File: config.mk
export PLATFORM = sky130hd
export DESIGN_NAME = branch_resolve_ctrl
export DESIGN_NICKNAME = d
export VERILOG_FILES = /design/src/rtl/branch_resolve_ctrl_pkg.sv /design/src/rtl/branch_resolve_ctrl_pred_upd_fifo.sv /design/src/rtl/branch_resolve_ctrl.sv
export SDC_FILE = /design/constraint.sdc
export NUM_CORES = 1
export LEC_CHECK = 0
export ABC_AREA = 1
export BUFFER_PORTS_ARGS = -buffer_cell sky130_fd_sc_hd__buf_2
export CAP_MARGIN = 20
export CORE_AREA = 2 2 101 103
export CTS_BUF_LIST = sky130_fd_sc_hd__clkbuf_16
export DETAILED_ROUTE_END_ITERATION = 16
export DIE_AREA = 0 0 103 105
export GPL_TIMING_DRIVEN = 0
export HOLD_SLACK_MARGIN = 0.15
export PLACE_DENSITY = 0.76
export SYNTH_ARGS = -nofsm -noshare
export SYNTH_HDL_FRONTEND = slang
export SYNTH_SLANG_ARGS = --single-unit
File: constraint.sdc
create_clock -name clk -period 4.5 [get_ports clk]
set_input_delay 0.45 -clock clk [delete_from_list [all_inputs] [get_ports clk]]
set_output_delay 0.45 -clock clk [all_outputs]
set_load 0.05 [all_outputs]
File: src/rtl/branch_resolve_ctrl_pkg.sv
// Shared types for branch resolution: FSM state, training entry,
// index width and the mispredict rule used by the EX compare.
package branch_resolve_ctrl_pkg;

  localparam int IDX_W = 4;

  typedef enum logic {
    RUN   = 1'b0,
    FLUSH = 1'b1
  } state_t;

  typedef struct packed {
    logic             taken;
    logic [IDX_W-1:0] idx;
  } upd_entry_t;

  function automatic logic mispredict(
    input logic        is_br,
    input logic        is_jmp,
    input logic        pred,
    input logic [31:0] ppc,
    input logic        act,
    input logic [31:0] tgt
  );
    logic m;
    m = 1'b0;
    if (is_br) begin
      m = (act != pred) |
          (act & (tgt != ppc));
    end else if (is_jmp) begin
      m = ~pred | (tgt != ppc);
    end
    return m;
  endfunction

endpackage

File: src/rtl/branch_resolve_ctrl_pred_upd_fifo.sv
// pred_upd_fifo: predictor-training queue, DEPTH entries (power of 2).
// Ports: push/din in, pop in, dout/full/empty out; async active-low rst.
module pred_upd_fifo
  import branch_resolve_ctrl_pkg::*;
#(
  parameter int DEPTH = 4
) (
  input  logic       clk,
  input  logic       rst,
  input  logic       push,
  input  logic       pop,
  input  upd_entry_t din,
  output upd_entry_t dout,
  output logic       full,
  output logic       empty
);

  localparam int PW = (DEPTH > 1) ? $clog2(DEPTH) : 1;
  localparam int CW = PW + 1;

  upd_entry_t    mem [DEPTH];
  logic [PW-1:0] rd_ptr;
  logic [PW-1:0] wr_ptr;
  logic [CW-1:0] count;
  logic          do_push;
  logic          do_pop;

  assign full    = (count == CW'(DEPTH));
  assign empty   = (count == '0);
  assign do_push = push & ~full;
  assign do_pop  = pop & ~empty;
  assign dout    = mem[rd_ptr];

  // Pointers wrap naturally since DEPTH is a power of two.
  always_ff @(posedge clk or negedge rst) begin
    if (!rst) begin
      for (int i = 0; i < DEPTH; i++) begin
        mem[i] <= '0;
      end
      rd_ptr <= '0;
      wr_ptr <= '0;
      count  <= '0;
    end else begin
      if (do_push) begin
        mem[wr_ptr] <= din;
        wr_ptr      <= wr_ptr + 1'b1;
      end
      if (do_pop) begin
        rd_ptr <= rd_ptr + 1'b1;
      end
      unique case ({do_push, do_pop})
        2'b10:   count <= count + 1'b1;
        2'b01:   count <= count - 1'b1;
        default: count <= count;
      endcase
    end
  end

endmodule

File: src/rtl/branch_resolve_ctrl.sv
// Branch resolve control: mispredict detect, flush FSM, training queue.
// In: clk, rst(n), rdy, ex_*, upd_ready. Out: stall_ex, failed,
// redirect_pc, upd_valid/taken/pc_idx. Macro BRANCH_STATS_EN adds
// stat_branches / stat_mispred saturating counters.
module branch_resolve_ctrl
  import branch_resolve_ctrl_pkg::*;
#(
  parameter int FIFO_DEPTH   = 4,
  parameter int FLUSH_CYCLES = 2
) (
  input  logic        clk,
  input  logic        rst,
  input  logic        rdy,
  input  logic        ex_valid,
  input  logic        ex_is_btype,
  input  logic        ex_is_jump,
  input  logic [31:0] ex_pc,
  input  logic        ex_pred_jump,
  input  logic [31:0] ex_pred_pc,
  input  logic        ex_actual_jump,
  input  logic [31:0] ex_target,
  output logic        stall_ex,
  output logic        failed,
  output logic [31:0] redirect_pc,
  output logic        upd_valid,
  input  logic        upd_ready,
  output logic        upd_taken,
`ifdef BRANCH_STATS_EN
  output logic [31:0] stat_branches,
  output logic [31:0] stat_mispred,
`endif
  output logic [3:0]  upd_pc_idx
);

  localparam logic [2:0] FC_INIT = 3'(FLUSH_CYCLES);

  state_t      state_q;
  state_t      state_d;
  logic [2:0]  cnt_q;
  logic [2:0]  cnt_d;
  logic [31:0] redir_q;
  logic [31:0] redir_d;

  logic        in_run;
  logic        accept;
  logic        mp;
  logic        take_mp;
  logic        taken;
  logic [31:0] new_pc;
  logic        push;
  logic        pop;
  logic        q_full;
  logic        q_empty;
  upd_entry_t  q_din;
  upd_entry_t  q_dout;

  assign in_run   = (state_q == RUN);
  assign stall_ex = q_full & ex_valid &
                    ex_is_btype & in_run;
  assign accept   = ex_valid & rdy &
                    in_run & ~stall_ex;

  assign mp = mispredict(ex_is_btype,
                         ex_is_jump,
                         ex_pred_jump,
                         ex_pred_pc,
                         ex_actual_jump,
                         ex_target);

  assign take_mp = accept & mp;

  // Jumps always transfer control.
  assign taken  = ex_is_btype ?
                  ex_actual_jump : 1'b1;
  assign new_pc = taken ? ex_target :
                  ex_pc + 32'd4;

  assign push      = accept & ex_is_btype;
  assign pop       = ~q_empty & upd_ready & rdy;
  assign q_din     = '{taken: ex_actual_jump,
                       idx:   ex_pc[5:2]};

  assign failed      = (state_q == FLUSH);
  assign redirect_pc = redir_q;
  assign upd_valid   = ~q_empty;
  assign upd_taken   = q_dout.taken;
  assign upd_pc_idx  = q_dout.idx;

  always_comb begin
    state_d = state_q;
    cnt_d   = cnt_q;
    redir_d = redir_q;
    if (rdy) begin
      unique case (state_q)
        RUN: begin
          if (take_mp) begin
            state_d = FLUSH;
            cnt_d   = FC_INIT;
            redir_d = new_pc;
          end
        end
        FLUSH: begin
          if (cnt_q <= 3'd1) begin
            state_d = RUN;
            cnt_d   = 3'd0;
          end else begin
            cnt_d = cnt_q - 3'd1;
          end
        end
        default: state_d = RUN;
      endcase
    end
  end

  always_ff @(posedge clk or negedge rst) begin
    if (!rst) begin
      state_q <= RUN;
      cnt_q   <= 3'd0;
      redir_q <= 32'd0;
    end else begin
      state_q <= state_d;
      cnt_q   <= cnt_d;
      redir_q <= redir_d;
    end
  end

  pred_upd_fifo #(
    .DEPTH (FIFO_DEPTH)
  ) u_fifo (
    .clk   (clk),
    .rst   (rst),
    .push  (push),
    .pop   (pop),
    .din   (q_din),
    .dout  (q_dout),
    .full  (q_full),
    .empty (q_empty)
  );

`ifdef BRANCH_STATS_EN
  always_ff @(posedge clk or negedge rst) begin
    if (!rst) begin
      stat_branches <= 32'd0;
      stat_mispred  <= 32'd0;
    end else begin
      if (push && stat_branches != '1) begin
        stat_branches <= stat_branches + 32'd1;
      end
      if (take_mp && stat_mispred != '1) begin
        stat_mispred <= stat_mispred + 32'd1;
      end
    end
  end
`endif

endmodule

==> flow_metrics.tcl <==
set metrics [dict create \
    core_um2 9640 \
    cts-root-buf "clkbuf_16" \
    hp-class "primary input to asynchronous set/reset pin" \
    gp_congestion 0.955 \
    grt_pass1_vias 4784 \
    synth_edf_count 0 \
    grt_max_degree 64 \
    via_per_inst 5.00 \
    skew_ps 8.92 \
    startpoint "u_fifo.rd_ptr[0]$_DFFE_PN0P_" \
    fin_tns_setup_ps 0 \
    clkLatencyLatePin_ps 340 \
    antenna_found_initial 0 \
    clkTransAtPathRegs_ps 60 \
    cts_resized 0 \
    ir_drop_v 0.000518 \
    firstDrtPassIters 6 \
    diodes 0 \
    die_w_um 103 \
    htree_levels 3 \
    rows 36 \
    nFillCells 988 \
    synth.distinct_cells 33 \
    drive_above_1_share_pct 23.0 \
    synthTopCellsByArea "dfrtp_1, nand2_1, inv_1" \
    die_h_um 105 \
    critPathMaxFanout 10 \
    dieArea_um2 10800 \
    yosysWarnings 0 \
    p_per_area_nw_per_um2 556 \
    critPathKind "register to primary output" \
    setup_viol_count_final 0 \
    cts_sinks 63 \
    grt_pass1_wl_um 23200 \
    io_buffers 142 \
    drv_cap 0 \
    synth.most_common_cell "nand2_1" \
    gr-total-overflow 0 \
    finalWorstSetupSlack_ps 2300 \
    p_leak_nw 3.19 \
    final_cell_count_no_fill 1000 \
    synthesis.instances 709 \
    maxSlewHeadroom_pct 45.4 \
    dp.cells 984 \
    avgSynthCellArea_um2 6.65 \
    cp-end-kind "primary output" \
    status "completed" \
    drc 0 \
    yosysTopAreaCellShare_pct 33.4 \
    dp_hpwl_um 11400 \
    grtUsageTotal_pct 27.8 \
    arrival_ps 1750 \
    via_count 4997 \
    cp.required_ps 4050 \
    numCtsBuffers 9 \
    cts_setup_buffers 0 \
    fin_crit_sh_pct 48.9 \
    synth_common_cells "nand2_1, inv_1, nor2_1, dfrtp_1, o21ai_0" \
    cts_buffer_depth 2 \
    nNetsFinal 976 \
    routed_wl_um 14400 \
    min_period_ps 2200 \
    max_freq_mhz 454 \
    async_flop_share_pct 100 \
    cts_tree "built" \
    start_util_pct 48.9 \
    ys.flop_type "dfrtp_1" \
    ant_nets 0 \
    seq_area_frac_synth_pct 33.4 \
    post_drt_wl_per_cell_um 14.4 \
    syn2layout_area_growth_pct 24.5 \
    netlist_area_um2 4720 \
    maxSlewViolCount 0 \
    pre_cts_ws_ps 2070 \
    postCtsHoldBufs 0 \
    post-synth-top-area-cell "dfrtp_1" \
    finalHoldViolCount 0 \
    synth-seq-cells 63 \
    worst-slew-pin-transition_ps 818 \
    ioPinCount 145 \
    syn-num-nets 823 \
    reg2reg_from "u_fifo.count[0]$_DFFE_PN0P_" \
    rsz0062_at_grt "false" \
    drt-initial-drc-count 349 \
    setup.worst_path.start_class "register" \
]
==> flip-flops by register name (all words and copies together) (netlist names) <==
register,count
failed,1
u_fifo.mem,20
u_fifo.wr_ptr,2
u_fifo.rd_ptr,2
cnt_q,3
redirect_pc,32
u_fifo.count,3
==> through the flow <==
stage / area [um^2] / power [mW] / hold WS, ps / utilization, %
6_report: 5870 / 3.27 / 194 / 60.9
2_1_floorplan: 4720 / 2.18 / 154 / -
3_3_place_gp: 5590 / 2.58 / 457 / 58.0
3_5_place_dp: 5600 / 2.61 / 460 / 58.1
4_1_cts: 5870 / 3.28 / 250 / 60.9
5_1_grt: 5870 / 3.48 / 272 / 60.9
==> critical path, stage by stage (launching register included) <==
cell and delay (ps):
dfrtp_1 390, inv_1 80, clkbuf_1 340, o21ai_0 180, o22ai_1 150, buf_2 290
==> area by class of cell <==
class	count	area, um^2	area share (%)
Multi-Input combinational cell	536	2700	46.0
Sequential cell	63	1580	26.8
Clock buffer	9	225	3.83
Clock inverter	7	52.6	0.895
Tap cell	133	166	2.83
Buffer	16	85.1	1.45
Inverter	94	353	6.01
Timing Repair Buffer	142	713	12.1
==> report_power, final <==
group | total [mW] | switching, mW | internal, mW
registers | 0.984 | 0.156 | 0.829
clock network | 0.663 | 0.284 | 0.378
logic | 1.62 | 1.16 | 0.455
==> path summary, 6_finish.rpt <==
path / to / slack, ps / cells past startpoint
min: redirect_pc[27]$_DFFE_PN0P_ / 190 / 1
min in group clk: redirect_pc[0]$_DFFE_PN0P_ / 440 / 5
min reg2reg: redirect_pc[11]$_DFFE_PN0P_ / 470 / 2
max: upd_pc_idx[3] / 2300 / 5
max reg2reg: u_fifo.count[2]$_DFFE_PN0P_ / 2540 / 9
max in group asynchronous: redirect_pc[19]$_DFFE_PN0P_ / 3750 / 1
==> metal layers <==
metal	track usage (%)	wire length [um]
met3	4.48	1230
met1	40.1	6460
met2	42.6	6410
met4	8.08	259
met5	0	0
==> layout by cell type (no fill, tap or decap), types with 2 or more instances in the layout <==
cell type / n
mux2_2: 16
clkbuf_16: 9
clkinv_2: 2
xor2_1: 9
nand3_2: 3
nand2_1: 262
buf_4: 6
nor2_1: 71
xnor2_1: 32
o21ai_0: 47
nand4_1: 13
o21a_1: 4
inv_1: 91
ha_1: 8
inv_6: 4
a21oi_1: 8
nor2_4: 3
nand3_1: 25
dfrtp_1: 63
nor3_2: 2
nor3_1: 12
and2_1: 5
o22ai_1: 5
nor4_1: 2
buf_2: 146
clkbuf_1: 6
inv_2: 3
==> kinds of logic after synthesis <==
family / count (synthesis) / share of synthesized area (%)
XOR/XNOR: 41 / 7.61
adder cells (fa/ha/maj): 9 / 2.55
AND/OR/NAND/NOR: 402 / 35.5
AO/OA/AOI/OAI: 68 / 7.80
multiplexers: 16 / 3.82
buffers and inverters: 110 / 9.28
flip-flops: 63 / 33.4
Note: power is estimated with default switching activity, not from simulation.
